===== config.mk =====
export PLATFORM = sky130hd
export DESIGN_NAME = self_dete_table_flat
export DESIGN_NICKNAME = d
export VERILOG_FILES = /design/src/rtl/self_dete_table_if.sv /design/src/rtl/self_dete_table.sv /design/src/flat_wrapper.sv
export SDC_FILE = /design/constraint.sdc
export NUM_CORES = 1
export LEC_CHECK = 0
export CAP_MARGIN = 20
export CORE_ASPECT_RATIO = 0.5
export CORE_MARGIN = 2
export CORE_UTILIZATION = 30
export DETAILED_ROUTE_END_ITERATION = 16
export GPL_TIMING_DRIVEN = 1
export RECOVER_POWER = 25
export SYNTH_ARGS = -nofsm -noshare
export SYNTH_HDL_FRONTEND = slang
export SYNTH_SLANG_ARGS = --single-unit
export TNS_END_PERCENT = 100

===== constraint.sdc =====
create_clock -name clk -period 3.62 [get_ports clk]
set_input_delay 0.362 -clock clk [delete_from_list [all_inputs] [get_ports clk]]
set_output_delay 0.362 -clock clk [all_outputs]
set_load 0.01 [all_outputs]

===== src/rtl/self_dete_table_if.sv =====
// self_dete_table_if: bundles the self-detection table control, write and lookup signals.
// master drives enable/finish, the write channel and lookup requests; slave is the table.
interface self_dete_table_if #(parameter int AW = 2);
   logic          self_detection_enable;
   logic          fi_self_dete;
   logic          wr_valid;
   logic [15:0]   wr_entry;
   logic          wr_ready;
   logic          rd_req;
   logic [1:0]    rd_action;
   logic          rd_ready;
   logic          rd_valid;
   logic          rd_hit;
   logic [3:0]    rd_aicou;
   logic [1:0]    rd_sensor;
   logic [7:0]    rd_station;
   logic          table_ready;
   logic [AW:0]   entry_count;
   logic          overflow;
   modport master (
      output self_detection_enable, fi_self_dete, wr_valid, wr_entry, rd_req, rd_action,
      input  wr_ready, rd_ready, rd_valid, rd_hit, rd_aicou, rd_sensor, rd_station,
             table_ready, entry_count, overflow
   );
   modport slave (
      input  self_detection_enable, fi_self_dete, wr_valid, wr_entry, rd_req, rd_action,
      output wr_ready, rd_ready, rd_valid, rd_hit, rd_aicou, rd_sensor, rd_station,
             table_ready, entry_count, overflow
   );
endinterface


===== src/rtl/self_dete_table.sv =====
// self_dete_table: keeps the minimum-aicou reflection word per action during self-detection
// and answers per-action lookups with a fixed-latency serial scan afterwards.
// Ports: clk, rst (sync, active high); bus.slave carries enable/finish, the write channel
// (wr_valid/wr_entry/wr_ready), the lookup channel (rd_req/rd_action/rd_ready and the
// rd_valid result strobe with rd_hit/rd_aicou/rd_sensor/rd_station) and status
// (table_ready, entry_count, overflow).
module self_dete_table #(
   parameter int DEPTH = 4,
   parameter int AW    = 2
) (
   input logic             clk,
   input logic             rst,
   self_dete_table_if.slave bus
);
   typedef enum logic [2:0] {IDLE, COLLECT, MERGE, READY, SCAN} state_t;
   localparam logic [AW:0] FULL = (AW+1)'(DEPTH);
   state_t            state_q, state_d;
   logic [DEPTH-1:0]  valid_q, valid_d;
   logic [15:0]       ent_q [DEPTH];
   logic [15:0]       ent_d [DEPTH];
   logic [AW:0]       cnt_q, cnt_d, sidx_q, sidx_d;
   logic [15:0]       word_q, word_d;
   logic [13:0]       fent_q, fent_d, res_q, res_d;
   logic [1:0]        ract_q, ract_d;
   logic              ovf_q, ovf_d, fi_q, fi_d, fhit_q, fhit_d, hit_q, hit_d;
   logic              rd_valid_q, rd_valid_d, rd_ready_q, rd_ready_d;
   logic              wr_ready_q, wr_ready_d, table_ready_q, table_ready_d;
   logic              hit_m, legal;
   logic [AW-1:0]     idx_m;
   always_comb begin
      state_d    = state_q;
      valid_d    = valid_q;
      ent_d      = ent_q;
      cnt_d      = cnt_q;
      ovf_d      = ovf_q;
      word_d     = word_q;
      fi_d       = fi_q;
      ract_d     = ract_q;
      sidx_d     = sidx_q;
      fhit_d     = fhit_q;
      fent_d     = fent_q;
      hit_d      = hit_q;
      res_d      = res_q;
      rd_valid_d = 1'b0;
      hit_m      = 1'b0;
      idx_m      = '0;
      // actions are unique in the table, so at most one entry can match the latched word
      for (int i = 0; i < DEPTH; i++)
         if (valid_q[i] && ent_q[i][15:14] == word_q[15:14]) begin
            hit_m = 1'b1;
            idx_m = AW'(i);
         end
      legal = word_q[9:8] != 2'b00 && (word_q[15:14] == 2'b01 || word_q[15:14] == 2'b10);
      if (bus.self_detection_enable) begin
         state_d = COLLECT;
         valid_d = '0;
         cnt_d   = '0;
         ovf_d   = 1'b0;
         fi_d    = 1'b0;
         hit_d   = 1'b0;
         res_d   = '0;
      end else begin
         case (state_q)
            COLLECT:
               if (bus.wr_valid) begin
                  word_d  = bus.wr_entry;
                  fi_d    = fi_q | bus.fi_self_dete;
                  state_d = MERGE;
               end else if (bus.fi_self_dete) state_d = READY;
            MERGE: begin
               state_d = (fi_q || bus.fi_self_dete) ? READY : COLLECT;
               if (legal && hit_m) begin
                  if (word_q[13:10] < ent_q[idx_m][13:10]) ent_d[idx_m] = word_q;
               end else if (legal && cnt_q < FULL) begin
                  ent_d[cnt_q[AW-1:0]]   = word_q;
                  valid_d[cnt_q[AW-1:0]] = 1'b1;
                  cnt_d                  = cnt_q + (AW+1)'(1);
               end else if (legal) ovf_d = 1'b1;
            end
            READY:
               if (bus.rd_req && rd_ready_q) begin
                  ract_d  = bus.rd_action;
                  sidx_d  = '0;
                  fhit_d  = 1'b0;
                  fent_d  = '0;
                  state_d = SCAN;
               end
            SCAN:
               // DEPTH visit cycles, then one cycle to publish the result
               if (sidx_q < FULL) begin
                  if (!fhit_q && valid_q[sidx_q[AW-1:0]] && ent_q[sidx_q[AW-1:0]][15:14] == ract_q) begin
                     fhit_d = 1'b1;
                     fent_d = ent_q[sidx_q[AW-1:0]][13:0];
                  end
                  sidx_d = sidx_q + (AW+1)'(1);
               end else begin
                  rd_valid_d = 1'b1;
                  hit_d      = fhit_q;
                  res_d      = fent_q;
                  state_d    = READY;
               end
            default: ;
         endcase
      end
      wr_ready_d    = state_d == COLLECT;
      table_ready_d = state_d == READY;
      rd_ready_d    = state_d == READY && !rd_valid_d;
   end
   always_ff @(posedge clk)
      if (rst) begin
         state_q       <= IDLE;
         valid_q       <= '0;
         ent_q         <= '{default: '0};
         cnt_q         <= '0;
         ovf_q         <= 1'b0;
         word_q        <= '0;
         fi_q          <= 1'b0;
         ract_q        <= '0;
         sidx_q        <= '0;
         fhit_q        <= 1'b0;
         fent_q        <= '0;
         hit_q         <= 1'b0;
         res_q         <= '0;
         rd_valid_q    <= 1'b0;
         rd_ready_q    <= 1'b0;
         wr_ready_q    <= 1'b0;
         table_ready_q <= 1'b0;
      end else begin
         state_q       <= state_d;
         valid_q       <= valid_d;
         ent_q         <= ent_d;
         cnt_q         <= cnt_d;
         ovf_q         <= ovf_d;
         word_q        <= word_d;
         fi_q          <= fi_d;
         ract_q        <= ract_d;
         sidx_q        <= sidx_d;
         fhit_q        <= fhit_d;
         fent_q        <= fent_d;
         hit_q         <= hit_d;
         res_q         <= res_d;
         rd_valid_q    <= rd_valid_d;
         rd_ready_q    <= rd_ready_d;
         wr_ready_q    <= wr_ready_d;
         table_ready_q <= table_ready_d;
      end
   assign bus.wr_ready    = wr_ready_q;
   assign bus.rd_ready    = rd_ready_q;
   assign bus.rd_valid    = rd_valid_q;
   assign bus.rd_hit      = hit_q;
   assign bus.rd_aicou    = res_q[13:10];
   assign bus.rd_sensor   = res_q[9:8];
   assign bus.rd_station  = res_q[7:0];
   assign bus.table_ready = table_ready_q;
   assign bus.entry_count = cnt_q;
   assign bus.overflow    = ovf_q;
endmodule

===== src/flat_wrapper.sv =====
// flat-port wrapper written by rule: the top's interface ports become plain ports
module self_dete_table_flat 
#(
   parameter int DEPTH = 4,
   parameter int AW    = 2
)
  (clk, rst, bus_self_detection_enable, bus_fi_self_dete, bus_wr_valid, bus_wr_entry, bus_rd_req, bus_rd_action, bus_wr_ready, bus_rd_ready, bus_rd_valid, bus_rd_hit, bus_rd_aicou, bus_rd_sensor, bus_rd_station, bus_table_ready, bus_entry_count, bus_overflow);
  self_dete_table_if #(.AW(AW)) bus_i ();
  input logic clk;
  input logic rst;
  input wire logic [$bits(bus_i.self_detection_enable)-1:0] bus_self_detection_enable;
  input wire logic [$bits(bus_i.fi_self_dete)-1:0] bus_fi_self_dete;
  input wire logic [$bits(bus_i.wr_valid)-1:0] bus_wr_valid;
  input wire logic [$bits(bus_i.wr_entry)-1:0] bus_wr_entry;
  input wire logic [$bits(bus_i.rd_req)-1:0] bus_rd_req;
  input wire logic [$bits(bus_i.rd_action)-1:0] bus_rd_action;
  output wire logic [$bits(bus_i.wr_ready)-1:0] bus_wr_ready;
  output wire logic [$bits(bus_i.rd_ready)-1:0] bus_rd_ready;
  output wire logic [$bits(bus_i.rd_valid)-1:0] bus_rd_valid;
  output wire logic [$bits(bus_i.rd_hit)-1:0] bus_rd_hit;
  output wire logic [$bits(bus_i.rd_aicou)-1:0] bus_rd_aicou;
  output wire logic [$bits(bus_i.rd_sensor)-1:0] bus_rd_sensor;
  output wire logic [$bits(bus_i.rd_station)-1:0] bus_rd_station;
  output wire logic [$bits(bus_i.table_ready)-1:0] bus_table_ready;
  output wire logic [$bits(bus_i.entry_count)-1:0] bus_entry_count;
  output wire logic [$bits(bus_i.overflow)-1:0] bus_overflow;
  assign bus_i.self_detection_enable = bus_self_detection_enable;
  assign bus_i.fi_self_dete = bus_fi_self_dete;
  assign bus_i.wr_valid = bus_wr_valid;
  assign bus_i.wr_entry = bus_wr_entry;
  assign bus_i.rd_req = bus_rd_req;
  assign bus_i.rd_action = bus_rd_action;
  assign bus_wr_ready = bus_i.wr_ready;
  assign bus_rd_ready = bus_i.rd_ready;
  assign bus_rd_valid = bus_i.rd_valid;
  assign bus_rd_hit = bus_i.rd_hit;
  assign bus_rd_aicou = bus_i.rd_aicou;
  assign bus_rd_sensor = bus_i.rd_sensor;
  assign bus_rd_station = bus_i.rd_station;
  assign bus_table_ready = bus_i.table_ready;
  assign bus_entry_count = bus_i.entry_count;
  assign bus_overflow = bus_i.overflow;
  self_dete_table #(.DEPTH(DEPTH), .AW(AW)) u_core (.clk(clk), .rst(rst), .bus(bus_i));
endmodule

Word level (Yosys, flattened, before mapping)
Index checks and enable logic that the tools add are counted.
{ "word_totals": {"regBits": 131, "inputBits": 24, "out_inout_bits": 23, "wordCells": 137} }
{ "classes": {"n_addsub": 2, "n_lt_le_gt_ge": 11, "eq_ne": 17, "muxes": 47, "n_bitwise": 9, "n_reduce_logical": 31} }
{ "op_table": {"columns": ["operator", "count"], "rows": [
  ["$mux W64", 3],
  ["$bwmux W64", 2],
  ["$mux W14", 5],
  ["$bmux W16 S2", 2],
  ["$demux W16 S2", 2],
  ["$mux W16", 4],
  ["$pmux W14 S2", 1],
  ["$mux W3", 7],
  ["$logic_and A1 B1 Y1", 14],
  ["$mux W1", 13],
  ["$pmux W3 S4", 1],
  ["$reduce_and A4 Y1", 3],
  ["$eq A2 B2 Y1", 5],
  ["$eq A3 B2 Y1 const B", 3],
  ["$ge A3 B3 Y1 const B", 3],
  ["$not A2 Y3", 3],
  ["$reduce_and A3 Y1", 3],
  ["$add A3 B1 Y3 const B", 2],
  ["$eq A3 B1 Y1 const B", 2],
  ["$lt A2 B3 Y1 const B", 2],
  ["$lt A3 B1 Y1 const B", 2],
  ["$lt A3 B3 Y1 const B", 2],
  ["$mux W2", 3],
  ["$ne A2 B1 Y1 const B", 3],
  ["19 further kinds", 27]
]} }

Depth between registers and ports, before layout
Gate-level depths: netlist of the first run.
{ "depth": {"word_depth": 13, "mapped_depth": 14, "mapped_depth_nobuf": 12} }

Worst setup path before layout of the first run
OpenSTA, ideal clock, no wires.
{ "synth_timing": {"path_kind": "register to register", "startpoint": "register u_core.word_q[14]", "endpoint": "register u_core.ent_q[10] (netlist name)", "arrival_time_ns": 2.928, "slack_ns": 0.572, "stages_incl_launch_ff": 14, "period_less_slack_ns": 3.048, "path_cell_list": "dfxtp_1 > buf_4 > xnor2_1 > and3_1 > mux2i_1 > a211oi_1 > a21oi_1 > ha_1 > a21o_1 > a21o_1 > a221oi_4 > a32oi_4 > buf_6 > mux2i_1"} }
{ "synth_between": {"elab_chain_len": 13, "word_cells_on_any_way": 37, "classes_between": "order compare (3); eq/ne (7); mux (15); bitwise (1); reduce/logical (11)"} }
{ "synth_lines": {"columns": ["item", "line_no", "source"], "rows": [
  ["from (decl)", "self_dete_table.sv:22", "logic [15:0] word_q, word_d;"],
  ["from (signal assigned)", "self_dete_table.sv:134", "word_q <= word_d;"],
  ["branches (longest 13 deep; another with $lt A4 B4 Y1)", null, null],
  ["to (signal assigned)", "self_dete_table.sv:131", "ent_q <= ent_d;"],
  ["to (decl)", "self_dete_table.sv:19", "logic [15:0] ent_q [DEPTH];"]
]} }
Parallel ways; which one is timed is not known. The select of a mux whose other input is x is not followed.
A chain may end at the register's enable or synchronous reset.

Worst setup path after layout of the first run
{ "layout_timing": {"startpoint": "register u_core.word_q[15]", "endpoint": "register u_core.ent_q[4] (netlist name)"} }
The elaborated chain is that of the path after synthesis.

==> run_results.csv, run 1 <==
group,metric,value,unit
run_status,status,"finished, violations left",
run_status,violations,"capacitance limit, slew limit",
grt,track_usage,0.142,
setup_path,critPathBufInv,2,
routing,wl_per_cell,15.6,um
routing,drt_iter0_markers,360,
routing,viasPerCell,4.77,
final_layout,fin_nets,679,
setup_path,cp_slowest_stage_delay,0.53,ns
grt,first_global_vias,4298,
routing,firstDrtPassIters,4,
logic_synthesis,seq_area_frac_synth,0.438,
clocking,postCtsHoldBufs,0,
floorplanning,core,19500,um2
routing,vias,4421,
power,pwr_density_cell,456,nW/um2
sta,hold_violations,0,
clocking,postCtsSetupBuffers,0,
sta,worst_pin_slew,1.63,ns
final_layout,final_common_cell,"dfxtp_1",
floorplanning,dieHeight,104,um
clocking,path_clk_slew,0.06,ns
floorplanning,start_util,0.307,
logic_synthesis,synth-edff-count,0,
sta,whs,0.270,ns
logic_synthesis,synth_flop_cell,"dfxtp_1",
logic_synthesis,synth_cell_types,53,
floorplanning,die_w,204,um
routing,ant_nets,0,
clocking,clk-insertion-delay-late,0.42,ns
placed_design,post-place-ws,0.277,ns
job,max-cap-violations,1,
floorplanning,die-area,21200,um2
clocking,clk_path_buf_depth,2,
setup_path,crit_chain,"xnor2_1 -> and3_1 -> mux2i_1 -> a211oi_1 -> a21oi_1 -> ha_1 -> a21o_1 -> a21o_1 -> a221oi_4 -> buf_4 -> a32oi_4 -> buf_4 -> mux2i_1",
logic_synthesis,syn_nets,638,
grt,gr-total-overflow,0,
logic_synthesis,synth_seq_cells,131,
sta,slew_violations,27,
placed_design,dpl.hpwl,10.3,mm
final_layout,num_antenna_cells,0,
logic_synthesis,ys_warn_count,0,
sta,finalSetupViolations,0,
sta,max_clock_freq,289,MHz
logic_synthesis,syn_inst,606,
setup_path,critPathKind,"reg -> reg",
grt,grt_pass1_wl,23.5,mm
floorplanning,ioPinCount,47,
sta,fin_ws,0.163,ns
placed_design,place_congestion,0.869,
min_path,hold_path.class,"in -> reg",
setup_path,cpLargestDelayFamily,"compound AO/OA/AOI/OAI gates",
clocking,cts_buffers,17,
clocking,cts_tree,"yes",
routing,routed_wl,14.4,mm
final_layout,drive_above_1_share,0.118,
logic_synthesis,synth_async_sr_flop_share,0,
sta,rsz0062_at_grt,"no",
sta,timing.final.crit_share,0.955,
clocking,htreeDepth,4,
power,peakVddDrop,0.000238,V
final_layout,areaGrowthSynthToFinish,22.0,%
grt,grt_max_degree,113,
sta,tns,0,ns
power,p_leak,2.92,nW
clocking,cts_resized,0,
setup_path,cp-start-kind,"flip-flop",
final_layout,final_cell_mix,"131 x dfxtp_1, 79 x nand2b_1, 75 x nand2_1",
sta,relSlewSlack,-0.0883,
clocking,cts_root_buf,"clkbuf_16",
placed_design,port_buffers,46,
floorplanning,num_rows,36,
setup_path,cp.required,3.90,ns
setup_path,cp.arrival,3.74,ns
setup_path,cp_slowest_cell,"dfxtp_1",
clocking,clkSinkCount,131,
logic_synthesis,netlist_area,5980,um2
sta,clock_skew,0.0108,ns
grt,antenna_found_initial,0,
routing,drc,0,
setup_path,crit_fanout,8,
logic_synthesis,syn-mean-instance-area,9.87,um2
setup_path,crit_path_end_kind,"flip-flop",
sta,fin_crit,3.46,ns
[layer usage]
metal / GRT usage / vias up / part of all wire
met3: 0.0329 / 19 / 0.026
met2: 0.203 / 70 / 0.43
met4: 0.0553 / 0 / 0.015
li1: - / 2176 / -
met5: 0 / - / 0
met1: 0.206 / 2156 / 0.53
[stage by stage]
step	power, mW	std cells	cell area (um2)	util
CTS	3.36	925	7300	0.374
floorplan	1.57	606	5980	-
global placement	1.62	893	6700	0.344
finish	3.33	926	7300	0.374
global route	3.44	926	7300	0.374
detailed placement	1.62	893	6700	0.344
[state kept, by name, summed over array words and instances (netlist names)]
signal                  flops
u_core.ent_q               64
u_core.word_q              16
u_core.fent_q              14
u_core.res_q               14
u_core.valid_q              4
u_core.bus.entry_count      3
u_core.sidx_q               3
u_core.state_q              3
u_core.ract_q               2
u_core.bus.overflow         1
u_core.bus.rd_hit           1
u_core.bus.rd_ready         1
u_core.bus.rd_valid         1
u_core.bus.table_ready      1
u_core.bus.wr_ready         1
u_core.fhit_q               1
u_core.fi_q                 1
[cell usage after synthesis, types with 2 or more instances]
| cell | instances | area, um2 |
|---|---|---|
| a21oi_1 | 47 | 235 |
| o21a_1 | 2 | 15.0 |
| mux2i_1 | 66 | 661 |
| nand2b_1 | 79 | 494 |
| ha_1 | 8 | 100 |
| nand3_1 | 8 | 40.0 |
| o22ai_1 | 2 | 12.5 |
| nor3_1 | 7 | 35.0 |
| a211o_1 | 2 | 17.5 |
| o21ai_1 | 3 | 15.0 |
| o221ai_1 | 2 | 17.5 |
| dfxtp_1 | 131 | 2620 |
| buf_2 | 2 | 10.0 |
| mux4_2 | 17 | 383 |
| xnor2_1 | 12 | 105 |
| nand2_1 | 75 | 282 |
| nor2b_1 | 5 | 31.3 |
| a22oi_1 | 15 | 113 |
| inv_1 | 3 | 11.3 |
| buf_6 | 6 | 67.6 |
| xor2_1 | 2 | 17.5 |
| o21ai_0 | 2 | 10.0 |
| and2_1 | 2 | 12.5 |
| a211oi_1 | 2 | 15.0 |
| and3_1 | 5 | 31.3 |
| a21o_1 | 3 | 22.5 |
| nor2_1 | 38 | 143 |
| a32oi_4 | 2 | 55.1 |
| clkbuf_1 | 32 | 120 |
| nor3_4 | 2 | 32.5 |
| or2_2 | 2 | 12.5 |
[area by class of cell]
| cell class | instances | area [um2] |
|---|---|---|
| fillers | 1931 | 12200 |
| multi-input cells | 430 | 3130 |
| flip-flops and latches | 131 | 2620 |
| repair buffers | 64 | 603 |
| clock buffers | 23 | 468 |
| well taps | 266 | 333 |
| clock inverters | 9 | 126 |
| inverters | 3 | 11.3 |
[worst paths after layout]
path / slack [ns] / from / depth (start not counted) / to
setup reg to reg: 0.16 / u_core.word_q[15]$_SDFFE_PP0P_ / 13 / u_core.ent_q[4]$_SDFFE_PP0P_
hold reg to reg: 0.45 / u_core.res_q[1]$_SDFFE_PP0P_ / 2 / u_core.res_q[1]$_SDFFE_PP0P_
hold / removal: 0.27 / rst / 2 / u_core.state_q[0]$_SDFF_PP0_
setup / recovery: 0.16 / u_core.word_q[15]$_SDFFE_PP0P_ / 13 / u_core.ent_q[4]$_SDFFE_PP0P_
[power breakdown]
part / switching, mW / leakage [nW] / total (mW) / internal, mW
clock: 0.622 / 0.291 / 1.74 / 1.12
sequential: 0.00961 / 1.06 / 1.46 / 1.45
combinational: 0.0633 / 1.57 / 0.125 / 0.0621
total: 0.695 / 2.92 / 3.33 / 2.63
[kinds of logic (layout without fill, tap and decap cells)]
family	count (synthesis)	in the layout	share of synthesized area
xor+xnor	14	14	0.0205
compound gates	91	91	0.110
simple gates	233	233	0.202
buf+inv	45	99	0.0368
mux	84	84	0.176
fa+ha+maj	8	8	0.0167
flops	131	131	0.438
(Power assumes the default switching activity.)
==> inputs of run 2 (changes only) <==
- CTS_CLUSTER_DIAMETER: unset -> 60
- MAX_ROUTING_LAYER: unset -> met4
==> run_results.csv, run 2 (synthesis results as in run 1) <==
group,metric,value,unit
clocking,clkSinkCount,131,
clocking,cts_root_buf,"clkbuf_16",
final_layout,top_register,"u_core.ent_q",
clocking,cts_resized,0,
run_status,status,"finished, violations left",
final_layout,final_cell_mix,"131 x dfxtp_1, 79 x nand2b_1, 75 x nand2_1",
power,p_leak,2.92,nW
routing,routed_wl,14.5,mm
floorplanning,core,19500,um2
setup_path,cp_slowest_stage_delay,0.53,ns
clocking,path_clk_slew,0.06,ns
power,sequentialPowerShare,0.439,
setup_path,crit_path_end_kind,"flip-flop",
power,p_total,3.33,mW
sta,hold_violations,0,
sta,fin_crit,3.45,ns
grt,track_usage,0.147,
routing,firstDrtPassIters,4,
power,pwr_density_cell,456,nW/um2
floorplanning,die-area,21200,um2
sta,tns,0,ns
grt,grt_pass1_wl,23.5,mm
floorplanning,dieHeight,104,um
power,intPower,2.63,mW
setup_path,crit_fanout,8,
routing,drt_iter0_markers,351,
sta,fin_ws,0.166,ns
power,peakVddDrop,0.000239,V
final_layout,largest_register_ffs,64,
sta,max_clock_freq,289,MHz
sta,rsz0062_at_grt,"no",
sta,clock_skew,0.00645,ns
final_layout,fin_nets,679,
setup_path,critPathKind,"reg -> reg",
clocking,clk_path_buf_depth,2,
setup_path,cp.required,3.91,ns
job,max-cap-violations,1,
clocking,cts_tree,"yes",
grt,first_global_vias,4298,
power,clkPwrFrac,0.523,
clocking,postCtsSetupBuffers,0,
placed_design,port_buffers,46,
setup_path,cp_slowest_cell,"dfxtp_1",
routing,ant_nets,0,
placed_design,dpl_cell_area,6700,um2
clocking,postCtsHoldBufs,0,
routing,vias,4439,
floorplanning,num_rows,36,
sta,relSlewSlack,-0.0909,
power,switching_power,0.696,mW
setup_path,crit_chain,"xnor2_1 -> and3_1 -> mux2i_1 -> a211oi_1 -> a21oi_1 -> ha_1 -> a21o_1 -> a21o_1 -> a221oi_4 -> buf_4 -> a32oi_4 -> buf_4 -> mux2i_1",
grt,antenna_found_initial,0,
setup_path,cp-start-kind,"flip-flop",
grt,grt_max_degree,113,
final_layout,areaGrowthSynthToFinish,22.0,%
placed_design,post-place-ws,0.277,ns
run_status,violations,"capacitance limit, slew limit",
clocking,clk-insertion-delay-late,0.42,ns
power,sw_frac_of_total,0.209,
final_layout,final_cell_area,7300,um2
min_path,hold_path.class,"in -> reg",
placed_design,place_congestion,0.884,
final_layout,reg_top3,"u_core.ent_q (64), u_core.word_q (16)",
final_layout,final_common_cell,"dfxtp_1",
setup_path,cp.arrival,3.74,ns
sta,finalSetupViolations,0,
routing,wl_per_cell,15.6,um
floorplanning,die_w,204,um
final_layout,drive_above_1_share,0.118,
placed_design,dpl.hpwl,10.3,mm
routing,viasPerCell,4.79,
routing,drc,0,
sta,timing.final.crit_share,0.954,
sta,worst_pin_slew,1.64,ns
final_layout,num_antenna_cells,0,
floorplanning,start_util,0.307,
grt,gr-total-overflow,0,
floorplanning,ioPinCount,47,
clocking,cts_buffers,17,
power,p_comb_frac,0.038,
sta,slew_violations,27,
clocking,htreeDepth,4,
## run 2: layout make-up
class / instances / area (um2)
inverter: 3 / 11.3
sequential: 131 / 2620
multi-input combinational: 430 / 3130
clock buffer: 23 / 468
tap: 266 / 333
clock inverter: 9 / 126
timing repair buffer: 64 / 603
fill: 1931 / 12200
## run 2: layer usage
metal  part of all wire  GRT usage
met1               0.52      0.206
met3              0.032     0.0323
met2               0.43      0.204
met4              0.014     0.0553
met5                  0          -
## run 2: through the flow
stage	utilization	hold slack (ns)	cells
floorplan	-	0.432	606
global placement	0.344	0.442	893
detailed placement	0.344	0.448	893
CTS	0.374	0.248	925
global route	0.374	0.269	926
finish	0.374	0.266	926
## run 2: worst max-delay path, delay by kind of cell (launching register included)
family	cells	cell delay, ns
AOI/OAI and AO/OA	6	1.33
xor gates and xnor gates	1	0.18
adders and majority gates	1	0.33
buffers and inverters	2	0.45
DFF	1	0.53
muxes	2	0.22
and+or+nand+nor	1	0.28
## run 2: path summary, 6_finish.rpt
path              slack, ns  cells past startpoint                      startpoint                      endpoint
setup / recovery       0.17                     13  u_core.word_q[15]$_SDFFE_PP0P_  u_core.ent_q[4]$_SDFFE_PP0P_
hold / removal         0.27                      2                             rst  u_core.state_q[0]$_SDFF_PP0_
setup reg to reg       0.17                     13  u_core.word_q[15]$_SDFFE_PP0P_  u_core.ent_q[4]$_SDFFE_PP0P_
hold reg to reg        0.45                      2    u_core.res_q[1]$_SDFFE_PP0P_  u_core.res_q[1]$_SDFFE_PP0P_
## run 2: power groups by stage
stage | sequential (mW) | combinational (mW) | clock [mW]
finish | 1.46 | 0.125 | 1.74
global route | 1.46 | 0.137 | 1.85
CTS | 1.46 | 0.127 | 1.77
detailed placement | 1.49 | 0.127 | 0
global placement | 1.49 | 0.126 | 0
floorplan | 1.49 | 0.0809 | 0
==> inputs of run 3 (changes only) <==
- SLEW_MARGIN: unset -> 25
==> run_results.csv, run 3 (synthesis results as in run 1) <==
group,metric,value,unit
run_status,status,"finished, violations left",
run_status,violations,"capacitance limit, slew limit",
final_layout,reg_top3,"u_core.ent_q (64), u_core.word_q (16)",
floorplanning,dieHeight,104,um
routing,ant_nets,0,
power,sw_frac_of_total,0.209,
routing,drc,0,
sta,worst_pin_slew,1.65,ns
clocking,clk-insertion-delay-late,0.42,ns
final_layout,final_cell_mix,"131 x dfxtp_1, 79 x nand2b_1, 75 x nand2_1",
routing,wl_per_cell,15.6,um
grt,met3_usage,0.0323,
clocking,clkSinkCount,131,
power,p_leak,2.91,nW
placed_design,place_congestion,0.884,
final_layout,fin_nets,678,
routing,firstDrtPassIters,5,
sta,clock_skew,0.00910,ns
routing,viasPerCell,4.81,
setup_path,cp-start-kind,"flip-flop",
clocking,cts_root_buf,"clkbuf_16",
clocking,postCtsHoldBufs,0,
grt,top_usage_layer,"met1",
sta,slew_violations,27,
floorplanning,core,19500,um2
power,intPower,2.63,mW
min_path,worstHoldPathCells,2,
clocking,postCtsSetupBuffers,0,
setup_path,r2r-start,"u_core.word_q[15]$_SDFFE_PP0P_",
grt,first_global_vias,4298,
clocking,cts_buffers,17,
sta,tns,0,ns
clocking,htreeDepth,4,
floorplanning,start_util,0.307,
setup_path,crit_start,"u_core.word_q[15]$_SDFFE_PP0P_",
sta,relSlewSlack,-0.0985,
setup_path,critPathKind,"reg -> reg",
setup_path,cp.arrival,3.74,ns
sta,finalSetupViolations,0,
sta,rsz0062_at_grt,"no",
sta,max_clock_freq,290,MHz
min_path,hold_path.class,"in -> reg",
final_layout,num_antenna_cells,0,
final_layout,largest_register_ffs,64,
grt,grt_pass1_wl,23.5,mm
setup_path,crit_path_end_kind,"flip-flop",
clocking,cts_tree,"yes",
placed_design,dpl.hpwl,10.3,mm
grt,grt_use_met2,0.204,
routing,vias,4451,
final_layout,areaGrowthSynthToFinish,21.9,%
final_layout,final_core_util,0.374,
min_path,hold_path_startpoint,"rst",
sta,fin_crit,3.45,ns
clocking,cts_resized,0,
grt,antenna_found_initial,0,
power,peakVddDrop,0.000241,V
floorplanning,num_rows,36,
routing,drt_iter0_markers,310,
sta,timing.final.crit_share,0.954,
grt,track_usage,0.147,
routing,routed_wl,14.4,mm
power,sequentialPowerShare,0.439,
setup_path,r2r.worst_path.cells,13,
grt,gr-total-overflow,0,
placed_design,port_buffers,46,
setup_path,cp.required,3.91,ns
floorplanning,die_w,204,um
floorplanning,ioPinCount,47,
clocking,path_clk_slew,0.06,ns
sta,hold_violations,0,
power,switching_power,0.696,mW
job,max-cap-violations,1,
grt,grt_max_degree,113,
final_layout,final_common_cell,"dfxtp_1",
power,pwr_density_cell,456,nW/um2
grt,use_met1,0.206,
final_layout,top_register,"u_core.ent_q",
floorplanning,die-area,21200,um2
clocking,clk_path_buf_depth,2,
final_layout,drive_above_1_share,0.118,
setup_path,crit_fanout,8,
power,p_comb_frac,0.038,
power,clkPwrFrac,0.523,
## run 3: cell types whose count changed in the layout (fill, tap and decap cells not counted)
cell and change:
buf_4 -1, o21ai_1 -1, o21ai_2 +1
## run 3: cell type report
cell class / instances / area (um2)
Fill cell: 1931 / 12200
Multi-Input combinational cell: 430 / 3140
Sequential cell: 131 / 2620
Timing Repair Buffer: 63 / 596
Clock buffer: 23 / 468
Tap cell: 266 / 333
Clock inverter: 9 / 126
Inverter: 3 / 11.3
## run 3: worst max-delay path: stages, from the launching register on
cell and delay [ns]:
dfxtp_1 0.53, xnor2_1 0.18, and3_1 0.29, mux2i_1 0.10, a211oi_1 0.28, a21oi_1 0.09
ha_1 0.33, a21o_1 0.20, a21o_1 0.20, a221oi_4 0.42, buf_4 0.22, a32oi_4 0.13
buf_4 0.23, mux2i_1 0.12
## run 3: metrics by stage
| step | cell area (um2) | hold slack, ns | setup WS [ns] | instances | power (mW) |
|---|---|---|---|---|---|
| final | 7290 | 0.265 | 0.166 | 925 | 3.33 |
| after global routing | 7290 | 0.269 | 0.0593 | 925 | 3.45 |
| after CTS | 7300 | 0.248 | 0.190 | 925 | 3.36 |
| after detailed placement | 6700 | 0.448 | 0.277 | 893 | 1.62 |
| after global placement | 6700 | 0.442 | 0.351 | 893 | 1.62 |
| after floorplan | 5980 | 0.432 | 0.572 | 606 | 1.57 |
## run 3: worst paths after layout
path / endpoint / slack, ns
setup / recovery: u_core.ent_q[4]$_SDFFE_PP0P_ / 0.17
hold / removal: u_core.state_q[0]$_SDFF_PP0_ / 0.26
setup reg to reg: u_core.ent_q[4]$_SDFFE_PP0P_ / 0.17
hold reg to reg: u_core.res_q[6]$_SDFFE_PP0P_ / 0.45
## run 3: per-layer routing
| layer | part of all wire | vias to the layer above |
|---|---|---|
| met3 | 0.035 | 25 |
| met1 | 0.52 | 2167 |
| met4 | 0.019 | 0 |
| li1 | - | 2180 |
| met5 | 0 | - |
| met2 | 0.42 | 79 |
## run 3: power groups by stage
| stage | logic, mW | registers (mW) | clock network [mW] |
|---|---|---|---|
| 6_report | 0.125 | 1.46 | 1.74 |
| 3_5_place_dp | 0.127 | 1.49 | 0 |
| 2_1_floorplan | 0.0809 | 1.49 | 0 |
| 4_1_cts | 0.127 | 1.46 | 1.77 |
| 5_1_grt | 0.137 | 1.46 | 1.85 |
| 3_3_place_gp | 0.126 | 1.49 | 0 |
==> RTL change, RTL diff (settings of run 1) <==
Re-encode `state_t` (5 states) as one-hot, 5 bits wide.
--- a/src/rtl/self_dete_table.sv
+++ b/src/rtl/self_dete_table.sv
@@ -12,7 +12,7 @@
    input logic             rst,
    self_dete_table_if.slave bus
 );
-   typedef enum logic [2:0] {IDLE, COLLECT, MERGE, READY, SCAN} state_t;
+   typedef enum logic [4:0] {IDLE = 5'b00001, COLLECT = 5'b00010, MERGE = 5'b00100, READY = 5'b01000, SCAN = 5'b10000} state_t;
    localparam logic [AW:0] FULL = (AW+1)'(DEPTH);
    state_t            state_q, state_d;
    logic [DEPTH-1:0]  valid_q, valid_d;
Function: no difference found for any inputs over 4 cycles, from zero or initial values and one cycle with rst high; so few cycles prove little.
==> RTL change against run 1 <==
- the flow still finishes with violations (capacitance limit, slew limit)
- routed wire length grew 0.53%
- global-route usage grew 0.12 points
- critical path depth shrank 2
- worst setup slack gained 0.12 ns
- area after synthesis grew 1.5%
- non-clock buffer count shrank 7
- largest power group unchanged
- sequential cell count grew 2
- design area grew 0.55%
- total power shrank 1.4%
==> RTL change: results (changes against run 1) <==
status: finished, violations left
violated checks: capacitance limit, slew limit
Hold Path End: u_core.state_q[1]
Nets: 682 (+0.44%)
R2R Path End: u_core.ent_q[46]
Initial DRC Count: 217 (-40%)
reg2reg setup slack: 0.28 ns (+0.12 ns)
Via density: 4.73 (-0.92%)
antenna violations before repair: 0 (unchanged)
ANT cells: 0 (unchanged)
Slew headroom: -0.0957 (-0.00740)
Hold WC Path Type: in -> reg
Max-cap violations: 1 (unchanged)
first-pass GRT wire length: 24.0 mm (+1.9%)
Avg Cell Area, Syn: 9.92 um2 (+0.51%)
Detail Placement HPWL: 9.91 mm (-3.6%)
Final Non-Filler Cells: 927 (+0.11%)
synth cell count leaders: 133 x dfxtp_1, 81 x nand2b_1, 71 x nand2_1
clk_lat worst skew: 0.42 ns (about the same)
crit path max fanout: 16 (+8)
buffer count from post-CTS setup fixing: 0 (unchanged)
vias in the first global route: 4405 (+2.5%)
Peak VDD IR: 0.000404 V (+70%)
I/O Buffers: 46 (unchanged)
Hold Crit Depth: 2 (unchanged)
sequential share of the synthesized area: 0.438 (about the same)
Regs by FF count: u_core.ent_q (64), u_core.word_q (16)
Worst-path clk slew: 0.06 ns (about the same)
final WL: 14.5 mm (+0.53%)
TritonCTS buffer count: 17 (unchanged)
R2R depth: 11 (-2)
htree depth: 4 (unchanged)
Post-synth ARST share: 0 (unchanged)
largest net degree at the start of global routing: 46 (-59%)
clock skew: 0.0133 ns (+0.00250 ns)
GRT Util Overall: 0.143 (+0.00118)
Placed Cells incl. Taps: 897 (+0.45%)
LEAKAGE: 2.91 nW (-0.26%)
fill count: 1962 (+1.6%)
GPL Wtd Cong: 0.797 (-8.3%)
Largest stage delay, worst path: 0.43 ns (-0.10 ns)
share of cells above drive strength 1: 0.110 (-0.00774)
synth top area cells: dfxtp_1 44%, mux2i_1 11%, nand2b_1 8.3%
syn_nets: 644 (+0.94%)
clock buffer depth: 2 (unchanged)
pins over their slew limit: 29 (+7.4%)
Slowest-stage cell, CP: a2111oi_4
r2r startpoint: u_core.word_q[15]
Ys Warns: 0 (unchanged)
Worst Path Arrival: 3.59 ns (-0.15 ns)
worst hold start: rst
first drt pass iteration count: 4 (unchanged)
Netlist cell types: 51 (-3.8%)
Root Buffer: clkbuf_16
## RTL change: repair_timing
| action | 4_1_cts | 5_1_grt |
|---|---|---|
| resized for setup | 0 | 3 |
| hold buffers | 0 | 0 |
| endpoints found under the setup margin | 0 | 16 |
## RTL change: power by group
group / leakage [nW] / internal, mW / switching (mW) / total (mW)
sequential: 1.07 / 1.47 / 0.00887 / 1.48
combinational: 1.56 / 0.0503 / 0.0503 / 0.101
clock: 0.281 / 1.06 / 0.644 / 1.70
## RTL change: routing by layer
layer	global-route usage	wire length, um
met5	0	0
met3	0.0328	489
met4	0.0519	139
met2	0.221	6640
met1	0.196	7240
## RTL change: final cells by class
| type | count | area share |
|---|---|---|
| Multi-Input combinational cell | 424 | 0.430 |
| Sequential cell | 133 | 0.363 |
| Timing Repair Buffer | 57 | 0.0745 |
| Clock buffer | 21 | 0.0641 |
| Tap cell | 266 | 0.0454 |
| Clock inverter | 9 | 0.0142 |
| Inverter | 17 | 0.00870 |
## RTL change: per-stage QoR
step	cell area, um2	setup WS [ns]	hold WS (ns)
5_1_grt	7340	0.0271	0.437
3_3_place_gp	6780	0.280	0.446
2_1_floorplan	6070	0.444	0.432
4_1_cts	7350	0.148	0.391
6_report	7340	0.283	0.404
3_5_place_dp	6780	0.180	0.446
## RTL change: cell families after synthesis
| family | count (synthesis) | synth area share |
|---|---|---|
| and+or+nand+nor | 226 | 0.201 |
| DFF | 133 | 0.438 |
| AOI/OAI and AO/OA | 91 | 0.109 |
| muxes | 85 | 0.175 |
| buffers and inverters | 55 | 0.0402 |
| xor gates and xnor gates | 14 | 0.0202 |
| adders and majority gates | 8 | 0.0165 |
## RTL change: worst max-delay path, delay by kind of cell, from the launching register on
kind / cells / cell delay (ns)
compound gates: 6 / 1.41
xor+xnor: 1 / 0.29
fa+ha+maj: 1 / 0.32
flops: 1 / 0.37
mux: 1 / 0.23
simple gates: 2 / 0.54
## RTL change: worst max path at each step
stage / start / end / slack (ns) / cells past startpoint
6_report: u_core.word_q[15] / u_core.ent_q[46] / 0.28 / 11
5_1_grt: u_core.word_q[15] / u_core.ent_q[46] / 0.03 / 11
4_1_cts: u_core.word_q[15] / u_core.ent_q[46] / 0.15 / 11
3_5_place_dp: u_core.word_q[15] / u_core.ent_q[46] / 0.18 / 11
3_3_place_gp: u_core.word_q[15] / u_core.ent_q[41] / 0.28 / 11
2_1_floorplan: u_core.word_q[15] / u_core.ent_q[40] / 0.44 / 14
